$ cat src/rtl/spi_ram_pkg.sv
// Shared command encodings, arbiter state type and small decode helpers
// for the SPI/host RAM arbiter.
package spi_ram_pkg;

  localparam logic [1:0] CMD_WR_ADDR = 2'b00;
  localparam logic [1:0] CMD_WR_DATA = 2'b01;
  localparam logic [1:0] CMD_RD_ADDR = 2'b10;
  localparam logic [1:0] CMD_RD_DATA = 2'b11;

  typedef enum logic [2:0] {
    IDLE    = 3'd0,
    H_ADDR  = 3'd1,
    H_DATA  = 3'd2,
    H_RWAIT = 3'd3,
    S_RWAIT = 3'd4
  } arb_state_t;

  // An address command opens a two-command RAM transaction.
  function automatic logic cmd_is_addr(input logic [1:0] cmd);
    return (cmd == CMD_WR_ADDR) || (cmd == CMD_RD_ADDR);
  endfunction

endpackage

$ cat src/rtl/spi_cmd_skid.sv
// One-entry holding buffer for SPI commands that arrive while the RAM is
// busy. A push into a full buffer that is not being drained in the same
// cycle is dropped and raises a sticky overflow flag.
module spi_cmd_skid #(
  parameter int W = 10
) (
  input  logic         clk,
  input  logic         rst_n,
  input  logic         push,
  input  logic         pop,
  input  logic [W-1:0] push_data,
  output logic         valid,
  output logic [W-1:0] data,
  output logic         ovf
);

  logic         valid_q, valid_d;
  logic [W-1:0] data_q,  data_d;
  logic         ovf_q,   ovf_d;

  // Next-state for the single entry and the sticky overflow flag.
  always_comb begin
    valid_d = valid_q;
    data_d  = data_q;
    ovf_d   = ovf_q;
    if (push && (pop || !valid_q)) begin
      // Free slot, or the current entry leaves this cycle: take the new one.
      valid_d = 1'b1;
      data_d  = push_data;
    end else if (push) begin
      // Full and not draining: the new command is lost.
      ovf_d = 1'b1;
    end else if (pop) begin
      valid_d = 1'b0;
    end else begin
      valid_d = valid_q;
    end
  end

  // Entry and flag registers.
  always_ff @(posedge clk or negedge rst_n) begin
    if (!rst_n) begin
      valid_q <= 1'b0;
      data_q  <= '0;
      ovf_q   <= 1'b0;
    end else begin
      valid_q <= valid_d;
      data_q  <= data_d;
      ovf_q   <= ovf_d;
    end
  end

  assign valid = valid_q;
  assign data  = data_q;
  assign ovf   = ovf_q;

endmodule

$ cat src/rtl/spi_ram_arbiter.sv
// Shares a single-port, two-command RAM between the SPI slave and a local
// host port. SPI commands always win; between an SPI address command and
// its data command the RAM is locked to SPI so its address latch is never
// overwritten by a host access. A timer force-releases a stale lock.
module spi_ram_arbiter
  import spi_ram_pkg::*;
#(
  parameter int ADDR_SIZE    = 8,
  parameter int LOCK_TIMEOUT = 255
) (
  input  logic                 clk,
  input  logic                 rst_n,
  input  logic [ADDR_SIZE+1:0] spi_rx_data,
  input  logic                 spi_rx_valid,
  output logic [ADDR_SIZE-1:0] spi_tx_data,
  output logic                 spi_tx_valid,
  input  logic                 host_req,
  input  logic                 host_we,
  input  logic [ADDR_SIZE-1:0] host_addr,
  input  logic [ADDR_SIZE-1:0] host_wdata,
  output logic                 host_ack,
  output logic [ADDR_SIZE-1:0] host_rdata,
  output logic [ADDR_SIZE+1:0] ram_din,
  output logic                 ram_rx_valid,
  input  logic [ADDR_SIZE-1:0] ram_dout,
  input  logic                 ram_tx_valid,
  output logic                 spi_lock,
  output logic                 ovf_err
);

  localparam int CW = ADDR_SIZE + 2;
  localparam int TW = $clog2(LOCK_TIMEOUT + 1);
  localparam logic [TW-1:0] TIMER_LAST = TW'(LOCK_TIMEOUT - 1);

  arb_state_t          state_q,        state_d;
  logic [CW-1:0]       ram_din_q,      ram_din_d;
  logic                ram_rx_valid_q, ram_rx_valid_d;
  logic [ADDR_SIZE-1:0] spi_tx_data_q, spi_tx_data_d;
  logic                spi_tx_valid_q, spi_tx_valid_d;
  logic                host_ack_q,     host_ack_d;
  logic [ADDR_SIZE-1:0] host_rdata_q,  host_rdata_d;
  logic                lock_q,         lock_d;
  logic [TW-1:0]       timer_q,        timer_d;

  logic                pend_valid;
  logic [CW-1:0]       pend_data;
  logic                pend_ovf;
  logic                skid_push;
  logic                skid_pop;
  logic [CW-1:0]       fwd_cmd;
  logic                timeout;

  // Anything arriving while the RAM is busy, or while an older command is
  // still queued, goes through the buffer so ordering is preserved.
  assign skid_push = spi_rx_valid && ((state_q != IDLE) || pend_valid);
  assign skid_pop  = (state_q == IDLE) && pend_valid;

  spi_cmd_skid #(
    .W (CW)
  ) u_skid (
    .clk       (clk),
    .rst_n     (rst_n),
    .push      (skid_push),
    .pop       (skid_pop),
    .push_data (spi_rx_data),
    .valid     (pend_valid),
    .data      (pend_data),
    .ovf       (pend_ovf)
  );

  // Arbitration FSM, lock/timeout bookkeeping and registered outputs.
  always_comb begin
    state_d        = state_q;
    ram_din_d      = ram_din_q;
    ram_rx_valid_d = 1'b0;
    spi_tx_data_d  = spi_tx_data_q;
    spi_tx_valid_d = 1'b0;
    host_ack_d     = 1'b0;
    host_rdata_d   = host_rdata_q;
    lock_d         = lock_q;
    timer_d        = timer_q;
    fwd_cmd        = pend_valid ? pend_data : spi_rx_data;
    timeout        = lock_q && (timer_q == TIMER_LAST);

    // Idle-lock timer; a forwarded SPI command below restarts it.
    if (timeout) begin
      lock_d  = 1'b0;
      timer_d = '0;
    end else if (lock_q) begin
      timer_d = timer_q + TW'(1);
    end else begin
      timer_d = '0;
    end

    case (state_q)
      IDLE: begin
        if (pend_valid || spi_rx_valid) begin
          // Older queued command goes first; a fresh one is buffered.
          ram_din_d      = fwd_cmd;
          ram_rx_valid_d = 1'b1;
          timer_d        = '0;
          if (cmd_is_addr(fwd_cmd[CW-1:CW-2])) begin
            lock_d = 1'b1;
          end else if (fwd_cmd[CW-1:CW-2] == CMD_WR_DATA) begin
            lock_d = 1'b0;
          end else begin
            lock_d = lock_q;
          end
          if (fwd_cmd[CW-1:CW-2] == CMD_RD_DATA) begin
            state_d = S_RWAIT;
          end else begin
            state_d = IDLE;
          end
        end else if (host_req && !lock_q && !host_ack_q) begin
          // host_ack_q blocks a re-grant while the host still holds req
          // in the cycle it sees its completion.
          state_d = H_ADDR;
        end else begin
          state_d = IDLE;
        end
      end

      H_ADDR: begin
        ram_din_d      = {(host_we ? CMD_WR_ADDR : CMD_RD_ADDR), host_addr};
        ram_rx_valid_d = 1'b1;
        state_d        = H_DATA;
      end

      H_DATA: begin
        ram_rx_valid_d = 1'b1;
        if (host_we) begin
          ram_din_d  = {CMD_WR_DATA, host_wdata};
          host_ack_d = 1'b1;
          state_d    = IDLE;
        end else begin
          ram_din_d = {CMD_RD_DATA, {ADDR_SIZE{1'b0}}};
          state_d   = H_RWAIT;
        end
      end

      H_RWAIT: begin
        if (ram_tx_valid) begin
          host_rdata_d = ram_dout;
          host_ack_d   = 1'b1;
          state_d      = IDLE;
        end else begin
          state_d = H_RWAIT;
        end
      end

      S_RWAIT: begin
        // Data that arrives in the timeout cycle is still delivered.
        if (ram_tx_valid) begin
          spi_tx_data_d  = ram_dout;
          spi_tx_valid_d = 1'b1;
          lock_d         = 1'b0;
          timer_d        = '0;
          state_d        = IDLE;
        end else if (timeout) begin
          state_d = IDLE;
        end else begin
          state_d = S_RWAIT;
        end
      end

      default: begin
        state_d = IDLE;
      end
    endcase
  end

  // State, lock, timer and output registers.
  always_ff @(posedge clk or negedge rst_n) begin
    if (!rst_n) begin
      state_q        <= IDLE;
      ram_din_q      <= '0;
      ram_rx_valid_q <= 1'b0;
      spi_tx_data_q  <= '0;
      spi_tx_valid_q <= 1'b0;
      host_ack_q     <= 1'b0;
      host_rdata_q   <= '0;
      lock_q         <= 1'b0;
      timer_q        <= '0;
    end else begin
      state_q        <= state_d;
      ram_din_q      <= ram_din_d;
      ram_rx_valid_q <= ram_rx_valid_d;
      spi_tx_data_q  <= spi_tx_data_d;
      spi_tx_valid_q <= spi_tx_valid_d;
      host_ack_q     <= host_ack_d;
      host_rdata_q   <= host_rdata_d;
      lock_q         <= lock_d;
      timer_q        <= timer_d;
    end
  end

  assign ram_din      = ram_din_q;
  assign ram_rx_valid = ram_rx_valid_q;
  assign spi_tx_data  = spi_tx_data_q;
  assign spi_tx_valid = spi_tx_valid_q;
  assign host_ack     = host_ack_q;
  assign host_rdata   = host_rdata_q;
  assign spi_lock     = lock_q;
  assign ovf_err      = pend_ovf;

endmodule

$ cat config.mk
export PLATFORM = sky130hd
export DESIGN_NAME = spi_ram_arbiter
export DESIGN_NICKNAME = d
export VERILOG_FILES = /design/src/rtl/spi_ram_pkg.sv /design/src/rtl/spi_cmd_skid.sv /design/src/rtl/spi_ram_arbiter.sv
export SDC_FILE = /design/constraint.sdc
export NUM_CORES = 1
export LEC_CHECK = 0
export ABC_AREA = 1
export CORE_MARGIN = 4
export CORE_UTILIZATION = 40
export CTS_BUF_LIST = sky130_fd_sc_hd__clkbuf_16
export DETAILED_ROUTE_END_ITERATION = 10
export PLACE_DENSITY_LB_ADDON = 0.3
export REMOVE_ABC_BUFFERS = 1
export SYNTH_ARGS = -nofsm -noshare
export SYNTH_HDL_FRONTEND = slang
export SYNTH_SLANG_ARGS = --single-unit
$ cat constraint.sdc
create_clock -name clk -period 2.27 [get_ports clk]
set_input_delay 0.227 -clock clk [delete_from_list [all_inputs] [get_ports clk]]
set_output_delay 0.227 -clock clk [all_outputs]
set_load 0.01 [all_outputs]
==> reports/qor.csv, run 1 <==
stage;metric;value;unit
clocking;H-tree lvl count;2;
yosys;yosys warns;0;
power_and_ir_drop;Lkg Pwr;0.00162;uW
hold_path;Worst Hold Class;primary input to asynchronous set/reset pin;
timing;relative slew slack;0.637;
clocking;Clock transition at path regs;60;ps
final_layout;post-route core utilization;0.565;
critical_path;critical path's slowest cell;dfrtp_1;
detailed_routing;routed vias;2034;
floorplanning;Total Die Area;7550;um2
clocking;Clock Sinks;53;
critical_path;Critical R2R Launch;u_skid.valid$_DFFE_PN0P_;
final_layout;FF/Latch Area;1330;um2
critical_path;critical path's top delay family;simple AND/OR/NAND/NOR gates;
yosys;syn_area_per_cell;8.25;um2
floorplanning;Starting Density;0.416;
final_layout;area taken by multi-input logic gates;960;um2
detailed_routing;Antenna Nets Post-Route;0;
yosys;sequential fraction of the synthesis area;0.532;
clocking;clk_lat worst skew;280;ps
clocking;cts bufs inserted;5;
global_route;Global Route Usage Sum;0.154;
detailed_routing;WL final;5.43;mm
critical_path;worst reg2reg setup slack;500;ps
timing;max-slew violation count;0;
timing;Post-Route Skew;3.14;ps
clocking;clk root buf;clkbuf_16;
timing;crit share post-route;0.779;
global_route;global route total overflow;0;
place;GPL Wtd Cong;0.813;
critical_path;crit path cell chain;inv_6 -> nand2_2 -> inv_1 -> nor2_1 -> nor2_2 -> inv_2 -> nand2_1 -> nand2_1;
global_route;initial antenna violation count;0;
yosys;Post-Syn Instances;302;
floorplanning;core area;5990;um2
yosys;Post-Synthesis Cell Area;2490;um2
timing;minimum clock period;1770;ps
yosys;Synth Register Bits;53;
timing;Final setup viols;0;
critical_path;R2R depth;8;
timing;Hold Fails Final Rpt;0;
global_route;vias in the first global route;2039;
power_and_ir_drop;Max VDD drop;0.698;mV
floorplanning;die width;86.9;um
floorplanning;Rows;28;
critical_path;Crit. End Element;flop;
timing;RSZ-0062 raised after global routing;no;
floorplanning;Chip Height;86.9;um
global_route;global-route wire length before repair;9.16;mm
critical_path;worst path bufs/invs;3;
timing;Peak Freq;565;MHz
timing;Slew @ Worst Pin;545;ps
final_layout;most frequent cells in the layout;110 x nand2_1, 69 x clkdlybuf4s50_1, 53 x dfrtp_1, 31 x inv_1, 21 x o21ai_0;
detailed_routing;number of DRC markers in iteration 0;87;
clocking;post_cts resized;0;
final_layout;fin nets;417;
job;MaxCap Viol Count;0;
final_layout;layout cells sized above 1;0.0878;
final_layout;fill count;539;
critical_path;CP arrival;1940;ps
critical_path;Worst Path Required;2440;ps
yosys;unique cell type count in the Yosys netlist;25;
detailed_routing;DRC Markers;0;
status;status;finished, final reports clean;
critical_path;crit start category;flop;
critical_path;Top cell by count, worst path;nand2_1;
critical_path;Crit path largest cell delay;580;ps
place;hpwl dp;4.09;mm
critical_path;Reg2Reg Capture Point;ram_din[0]$_DFFE_PN0P_;
place;port bufs;70;
power_and_ir_drop;pwr dens;1250;nW/um2
clocking;TritonCTS clock tree;built;
global_route;pin count of the biggest net entering global routing;32;
floorplanning;Top Ports;71;
critical_path;CP Max Fanout;19;
final_layout;area grow syn2layout;35.9;%
timing;final setup TNS;0;ps
final_layout;Inserted Diodes;0;
detailed_routing;Pre-Repair DR Iteration Count;4;
final_layout;leading cell type in the layout, fill and taps excluded;nand2_1;
detailed_routing;DR WL/cell;12.0;um
critical_path;Setup Crit Path Kind;flop to flop;
clocking;clock buffer depth;2;
detailed_routing;vias per cell;4.51;
==> synthesized netlist by cell type, drive strengths merged <==
library cell,count,share of area
buf,8,0.026
ha,2,0.010
nand3,16,0.034
and2,1,0.0035
o21ai,41,0.082
o31ai,1,0.0030
nand2,113,0.17
a21oi,1,0.0020
xor2,4,0.014
inv,35,0.055
nor3,2,0.0060
clkinv,1,0.0015
xnor2,2,0.0070
dfrtp,53,0.53
o21bai,1,0.0030
nor2,21,0.047
==> worst reg2reg max path, cell delays in order, from the launching register on <==
cell,delay [ps]
dfrtp_1,580
inv_6,150
nand2_2,70
inv_1,70
nor2_1,70
nor2_2,370
inv_2,190
nand2_1,120
nand2_1,50
==> power breakdown <==
part,switching [uW],total (uW),leakage [uW],internal [uW]
Combinational,1060,1940,0.000876,883
Clock,310,709,0.0000687,399
Sequential,262,1590,0.000676,1330
Total,1630,4240,0.00162,2610
==> how the worst max path moves through the flow <==
stage	start	endpoint	slack (ps)	cells after the start
after global routing	u_skid.valid$_DFFE_PN0P_	ram_din[2]$_DFFE_PN0P_	280	8
after floorplan	u_skid.valid$_DFFE_PN0P_	ram_din[0]$_DFFE_PN0P_	790	8
after CTS	u_skid.valid$_DFFE_PN0P_	ram_din[0]$_DFFE_PN0P_	490	8
final	u_skid.valid$_DFFE_PN0P_	ram_din[0]$_DFFE_PN0P_	500	8
after detailed placement	spi_rx_valid	ram_din[2]$_DFFE_PN0P_	480	9
after global placement	spi_rx_valid	ram_din[5]$_DFFE_PN0P_	540	9
==> per-layer routing <==
metal	vias to the layer above	track usage	part of all wire
met5	-	0	0
met4	0	0.0567	0.019
met3	8	0.0360	0.039
met2	39	0.239	0.48
met1	902	0.211	0.46
li1	1085	-	-
==> cells by family after synthesis <==
family / count (synthesis) / share of synthesized area
AOI/OAI and AO/OA: 44 / 0.0904
xor gates and xnor gates: 6 / 0.0211
buffers and inverters: 44 / 0.0824
and+or+nand+nor: 153 / 0.264
DFF: 53 / 0.532
adders and majority gates: 2 / 0.0100
==> stage by stage <==
step	instances	setup WS [ps]	hold WS (ps)	total power, uW	area, um2
final	451	501	454	4240	3390
after global routing	451	278	480	4620	3390
after CTS	451	485	462	4280	3390
after detailed placement	442	477	229	3550	3240
after global placement	442	540	226	3510	3240
after floorplan	294	786	-68.6	2680	2430
==> layout make-up <==
| type | instances | area share |
|---|---|---|
| multi-input cells | 205 | 0.283 |
| clock buffers | 5 | 0.0370 |
| repair buffers | 74 | 0.215 |
| well taps | 75 | 0.0277 |
| flip-flops and latches | 53 | 0.392 |
| inverters | 36 | 0.0414 |
| clock inverters | 3 | 0.00370 |
==> state kept, by name, summed over array words and instances, names as in the netlist, 3 cells and up <==
name         count
spi_tx_data      8
u_skid.data     10
state_q          3
host_rdata       8
timer_q          8
ram_din         10
==> repair_timing <==
action	CTS	global route
hold buffers	1	0
setup endpoints to repair	0	0
endpoints found under the hold margin	53	0
buffers inserted	0	0
Note: power is estimated with default switching activity, not from simulation.
==> inputs of run 2 (changes only) <==
Clock period 2.27 ns to 1.5 ns, I/O delays scaled along.
==> run 2 against run 1 <==
  * Clock power grew 88%
  * Flip-flop and latch count is the same
  * Sequential share of layout area is 1.8 points lower
  * Global-route usage about the same
  * Critical endpoint is now spi_lock
  * Design area increased by 4.7%
  * Non-clock buffer count rose by 11
  * Die area unchanged
  * Via count grew 5.2%
  * Combinational power rose by 72%
  * Total power increased by 65%
  * Sequential power is 48% higher
  * Wire length up 2.7%
==> reports/qor.csv, run 2 (synthesized netlist as in run 1, its figures left out) <==
stage;metric;value;unit;change
timing;Peak Freq;690;MHz;
hold_path;Worst Hold Class;primary input to asynchronous set/reset pin;;
global_route;global route total overflow;0;;unchanged
critical_path;Levels on crit path;1;;-7
detailed_routing;number of DRC markers in iteration 0;60;;-31%
place;port bufs;70;;unchanged
global_route;initial antenna violation count;0;;unchanged
final_layout;area grow syn2layout;42.3;%;
clocking;H-tree lvl count;2;;unchanged
detailed_routing;max layer used;met4;;
timing;worst hold slack;389;ps;-64.7 ps
job;MaxCap Viol Count;0;;unchanged
critical_path;CP arrival;1300;ps;-640 ps
power_and_ir_drop;Max VDD drop;1.15;mV;+65%
global_route;Global Route Usage Sum;0.155;;+0.000262
final_layout;Cell Count, Final, Fillers Out;462;;+2.4%
clocking;TritonCTS clock tree;built;;
timing;final setup TNS;0;ps;unchanged
power_and_ir_drop;overall power;7010;uW;+65%
final_layout;Inserted Diodes;0;;unchanged
timing;minimum clock period;1450;ps;
detailed_routing;metal3 WL;220;um;+4.3%
place;hpwl dp;4.00;mm;-2.1%
floorplanning;Top Ports;71;;unchanged
clocking;Clock Sinks;53;;unchanged
floorplanning;die width;86.9;um;unchanged
detailed_routing;DR WL/cell;12.1;um;+0.30%
detailed_routing;M1 WL;2.47;mm;-1.3%
final_layout;layout cells sized above 1;0.124;;+0.0363
floorplanning;Total Die Area;7550;um2;unchanged
timing;Final setup viols;0;;unchanged
detailed_routing;vias per cell;4.63;;+2.7%
critical_path;crit path cell chain;clkdlybuf4s50_1;;
detailed_routing;Pre-Repair DR Iteration Count;4;;unchanged
critical_path;Critical R2R Launch;timer_q[0]$_DFF_PN0_;;
detailed_routing;Antenna Nets Post-Route;0;;unchanged
global_route;global-route wire length before repair;9.17;mm;+0.15%
clocking;clock buffer depth;2;;unchanged
clocking;cts bufs inserted;5;;unchanged
final_layout;most frequent cells in the layout;110 x nand2_1, 69 x clkdlybuf4s50_1, 53 x dfrtp_1, 31 x inv_1, 22 x o21ai_1;;
timing;Post-Route Skew;2.58;ps;-0.554 ps
critical_path;Reg2Reg Capture Point;timer_q[1]$_DFF_PN0_;;
detailed_routing;routed vias;2139;;+5.2%
place;GPL Wtd Cong;0.827;;+1.7%
critical_path;critical path's top delay family;buffers and inverters;;
floorplanning;core area;5990;um2;unchanged
timing;max-slew violation count;0;;unchanged
floorplanning;Chip Height;86.9;um;unchanged
detailed_routing;WL final;5.58;mm;+2.7%
floorplanning;Starting Density;0.416;;unchanged
status;status;finished, final reports clean;;
power_and_ir_drop;Lkg Pwr;0.00170;uW;+4.9%
critical_path;crit start category;flop;;
timing;Hold Fails Final Rpt;0;;unchanged
critical_path;R2R depth;8;;unchanged
detailed_routing;DR WL met2;2.81;mm;+7.3%
critical_path;worst reg2reg setup slack;140;ps;-360 ps
timing;crit share post-route;0.966;;
clocking;Clock transition at path regs;70;ps;about the same
floorplanning;Rows;28;;unchanged
clocking;clk_lat worst skew;290;ps;about the same
timing;relative slew slack;0.704;;+0.0670
critical_path;critical path's slowest cell;clkdlybuf4s50_1;;
critical_path;end of the critical path;spi_lock;;
final_layout;fin nets;428;;+2.6%
critical_path;Setup Crit Path Kind;flop to output port;;
final_layout;leading cell type in the layout, fill and taps excluded;nand2_1;;
place;Placed Cells;448;;+1.4%
global_route;vias in the first global route;2000;;-1.9%
critical_path;Crit path largest cell delay;570;ps;about the same
timing;Slew @ Worst Pin;439;ps;-105 ps
critical_path;Worst Path Required;1350;ps;-1090 ps
final_layout;post-route core utilization;0.592;;+0.0265
clocking;clk root buf;clkbuf_16;;
critical_path;worst path bufs/invs;1;;-2
critical_path;CP Max Fanout;5;;-14
power_and_ir_drop;pwr dens;1980;nW/um2;+58%
global_route;pin count of the biggest net entering global routing;54;;+69%
critical_path;CP Launch Point;spi_lock$_DFFE_PN0P_;;
critical_path;Crit. End Element;output port;;
detailed_routing;DRC Markers;0;;unchanged
==> run 2: cell count changes in the layout (fill, tap and decap cells not counted) <==
cell,previous run,this run
nor2_1,8,7
bufinv_16,0,1
buf_4,3,12
clkinvlp_4,0,1
clkinv_2,1,0
inv_6,1,3
clkinv_1,3,0
nor2_2,12,11
nor2_4,1,3
buf_12,0,2
o21ai_1,20,22
o21ai_0,21,19
==> run 2: what timing repair did <==
action | 4_1_cts | 5_1_grt
hold endpoints to repair | 53 | 0
endpoints found under the setup margin | 9 | 19
resized for setup | 1 | 5
hold buffers | 1 | 0
setup buffers | 0 | 5
pin swaps | 0 | 2
==> run 2: worst min-delay path by stage <==
stage / startpoint / to / slack, ps / cells past startpoint
floorplan: rst_n / host_ack$_DFF_PN0_ / -150 / 0
global placement: rst_n / timer_q[4]$_DFF_PN0_ / 160 / 2
detailed placement: rst_n / timer_q[4]$_DFF_PN0_ / 170 / 2
CTS: rst_n / spi_tx_data[1]$_DFFE_PN0P_ / 400 / 3
global route: rst_n / timer_q[4]$_DFF_PN0_ / 420 / 3
finish: rst_n / timer_q[3]$_DFF_PN0_ / 390 / 3
==> run 2: layout make-up <==
class / instances / area (um2)
multi-input cells: 205 / 972
flip-flops and latches: 53 / 1330
well taps: 75 / 93.8
inverters: 36 / 144
repair buffers: 85 / 836
fillers: 543 / 2450
clock inverters: 3 / 47.5
clock buffers: 5 / 125
==> run 2: stage by stage <==
stage	setup slack, ps	instance area, um2
after detailed placement	-228	3310
after CTS	51.8	3500
after global placement	-171	3310
after floorplan	16.1	2430
after global routing	-0.161	3540
final	50.7	3540
==> run 2: power by group <==
part           switching (uW)  leakage [uW]  internal, uW
clock network             526     0.0000848           800
logic                    1750      0.000938          1570
registers                 348      0.000676          2010
==> run 2: layer usage <==
metal  vias up  track usage
met5         -            0
met4         0       0.0524
met3         7       0.0350
met2        36        0.254
met1       993        0.201
li1       1103            -
==> inputs of run 3 (changes only) <==
Settings changed: ABC_AREA 1 to unset, CTS_CLUSTER_DIAMETER set to 60.
==> run 3 against run 2 <==
  * The run now ends with setup timing left
  * Largest cell class unchanged
  * Clock power shrank 17%
  * Final cell count shrank 17%
  * Wire length grew 6.2%
  * Design area grew 5.6%
  * Register-to-register slack lost 200 ps
  * Flip-flop and latch count is the same
  * Critical path depth grew 3
  * Clock skew grew 1.4 ps
==> reports/qor.csv, run 3 <==
stage;metric;value;unit;change
clocking;H-tree lvl count;2;;unchanged
final_layout;FF/Latch Area;1330;um2;unchanged
yosys;unique cell type count in the Yosys netlist;38;;+52%
timing;RSZ-0062 raised after global routing;yes;;
final_layout;Inserted Diodes;0;;unchanged
global_route;global-route wire length before repair;9.68;mm;+5.6%
clocking;Clock Sinks;53;;unchanged
final_layout;Cell Count, Final, Fillers Out;384;;-17%
floorplanning;Starting Density;0.419;;+0.00334
critical_path;Crit. End Element;flop;;
detailed_routing;WL final;5.93;mm;+6.2%
critical_path;crit start category;flop;;
power_and_ir_drop;Max VDD drop;1.18;mV;+2.3%
final_layout;leading cell type in the layout, fill and taps excluded;clkdlybuf4s50_1;;
floorplanning;Total Die Area;7610;um2;+0.74%
clocking;clk_lat worst skew;290;ps;about the same
final_layout;fin nets;350;;-18%
yosys;yosys warns;0;;unchanged
yosys;count leader, synth;dfrtp_1;;
status;failing checks;setup timing;;
timing;max-slew violation count;0;;unchanged
detailed_routing;DR WL/cell;15.4;um;+28%
timing;Hold Fails Final Rpt;0;;unchanged
place;hpwl dp;4.21;mm;+5.3%
yosys;Post-Synthesis Cell Area;2510;um2;+0.80%
clocking;TritonCTS clock tree;built;;
critical_path;CP Max Fanout;5;;unchanged
clocking;Clock transition at path regs;70;ps;about the same
yosys;top cell type's share of synthesized area;0.528;;-0.00424
floorplanning;Rows;28;;unchanged
detailed_routing;Antenna Nets Post-Route;0;;unchanged
timing;Final setup viols;11;;+11
detailed_routing;number of DRC markers in iteration 0;63;;+5.0%
yosys;Synth top cells by count;53 x dfrtp_1, 28 x mux2_2, 13 x nor2_1, 12 x mux2i_1, 12 x nand2_1;;
clocking;cts bufs inserted;5;;unchanged
critical_path;Setup Crit Path Kind;flop to flop;;
floorplanning;core area;5990;um2;unchanged
status;status;finished, violations left;;
timing;setup ws final;-61.8;ps;-112 ps
timing;minimum clock period;1560;ps;+112 ps
yosys;sequential fraction of the synthesis area;0.528;;-0.00424
timing;Slew @ Worst Pin;374;ps;-65.1 ps
job;MaxCap Viol Count;0;;unchanged
critical_path;Worst Path Required;1670;ps;+320 ps
place;GPL Wtd Cong;0.800;;-3.3%
yosys;area leader, netlist;dfrtp_1;;
critical_path;CP arrival;1730;ps;+430 ps
floorplanning;Top Ports;71;;unchanged
yosys;ys flop type;dfrtp_1;;
final_layout;most frequent cells in the layout;69 x clkdlybuf4s50_1, 53 x dfrtp_1, 28 x mux2_2, 17 x buf_4;;
yosys;Synth Register Bits;53;;unchanged
timing;Peak Freq;640;MHz;-7.2%
global_route;global route total overflow;0;;unchanged
power_and_ir_drop;Lkg Pwr;0.00162;uW;-4.7%
power_and_ir_drop;pwr dens;2080;nW/um2;+5.2%
clocking;clk root buf;clkbuf_16;;
yosys;syn_area_per_cell;11.6;um2;+40%
floorplanning;Chip Height;87.2;um;+0.37%
detailed_routing;vias per cell;5.11;;+10%
hold_path;Worst Hold Class;primary input to asynchronous set/reset pin;;
floorplanning;die width;87.2;um;+0.37%
timing;Post-Route Skew;4.02;ps;+1.44 ps
final_layout;area grow syn2layout;49.0;%;
timing;crit share post-route;1.04;;+0.0750
final_layout;area taken by multi-input logic gates;1200;um2;+23%
detailed_routing;Pre-Repair DR Iteration Count;6;;+2
yosys;top cells by area, synth;dfrtp_1 53%, mux2_2 13%, mux2i_1 4.8%, a2bb2oi_1 3.1%, o21ai_0 2.2%;;
final_layout;layout cells sized above 1;0.272;;+0.148
place;port bufs;70;;unchanged
timing;relative slew slack;0.750;;+0.0457
clocking;clock buffer depth;2;;unchanged
global_route;pin count of the biggest net entering global routing;54;;unchanged
place;Placed Cells;367;;-18%
yosys;Async S/R FF share, synth;1.00;;unchanged
yosys;number of flops mapped to enable cells by yosys;0;;unchanged
global_route;vias in the first global route;1969;;-1.6%
final_layout;fill count;483;;-11%
yosys;Post-Syn Instances;217;;-28%
detailed_routing;routed vias;1961;;-8.3%
global_route;initial antenna violation count;0;;unchanged
global_route;Global Route Usage Sum;0.165;;+0.0101
timing;final setup TNS;-530;ps;-530 ps
detailed_routing;DRC Markers;0;;unchanged
==> run 3: changes by cell type after synthesis, moves of 10 or more <==
cell	before	now
nand2_1	110	12
mux2_2	0	28
inv_1	31	11
o21ai_1	20	0
mux2i_1	0	12
nor2_2	12	0
o21ai_0	21	11
==> run 3: area by class of cell <==
class,instances,area share
clock buffers,5,0.0334
clock inverters,3,0.00334
inverters,11,0.0110
multi-input cells,142,0.320
flip-flops and latches,53,0.354
well taps,75,0.0251
repair buffers,95,0.253
==> run 3: worst max-delay path: stages (launching register included) <==
cell,delay (ps)
dfrtp_1,370
or3_4,440
xor2_4,190
nand2_4,100
mux2_2,340
==> run 3: where the power goes <==
group / internal (uW) / leakage, uW / switching, uW / total, uW
Clock: 605 / 0.0000687 / 500 / 1110
Combinational: 2350 / 0.000888 / 1930 / 4280
Sequential: 2070 / 0.000663 / 333 / 2400
Total: 5020 / 0.00162 / 2770 / 7790
==> run 3: repair_timing <==
item	CTS	global route
hold buffers	1	0
setup endpoints to repair	19	40
pin swaps	3	4
buffers inserted	2	5
gates cloned	1	0
gates resized for setup	11	18
endpoints found under the hold margin	53	0
==> run 3: kinds of logic after synthesis <==
kind of cell | share of synthesized area
buffers and inverters | 0.0458
multiplexers | 0.173
AO/OA/AOI/OAI | 0.0907
flip-flops | 0.528
adder cells (fa/ha/maj) | 0.0139
AND/OR/NAND/NOR | 0.121
XOR/XNOR | 0.0274
==> run 3: worst paths after layout <==
path / start / endpoint / slack (ps) / cells past startpoint
min: rst_n / host_rdata[0]$_DFFE_PN0P_ / 380 / 3
max reg2reg: state_q[2]$_DFF_PN0_ / u_skid.data[5]$_DFFE_PN0P_ / -60 / 4
max: state_q[2]$_DFF_PN0_ / u_skid.data[5]$_DFFE_PN0P_ / -60 / 4
min reg2reg: u_skid.ovf$_DFFE_PN0P_ / u_skid.ovf$_DFFE_PN0P_ / 500 / 1
max in group asynchronous: rst_n / u_skid.data[7]$_DFFE_PN0P_ / 880 / 3
min in group clk: u_skid.ovf$_DFFE_PN0P_ / u_skid.ovf$_DFFE_PN0P_ / 500 / 1
==> run 3: routing by layer <==
layer / up-vias / share of wire / global-route usage
met5: - / 0 / 0
met4: 0 / 0.0093 / 0.0544
met3: 4 / 0.038 / 0.0341
met2: 37 / 0.49 / 0.263
met1: 967 / 0.46 / 0.224
li1: 953 / - / -
==> run 3: metrics by stage <==
stage	utilization	hold WS, ps	instance area, um2	power [uW]	worst slack [ps]
detailed placement	0.568	170	3400	6150	-166
global placement	0.568	163	3400	6070	-118
floorplan	-	-146	2440	4370	-253
finish	0.625	377	3740	7790	-61.8
global route	0.625	432	3740	8290	-94.8
CTS	0.605	389	3630	7500	-59.3
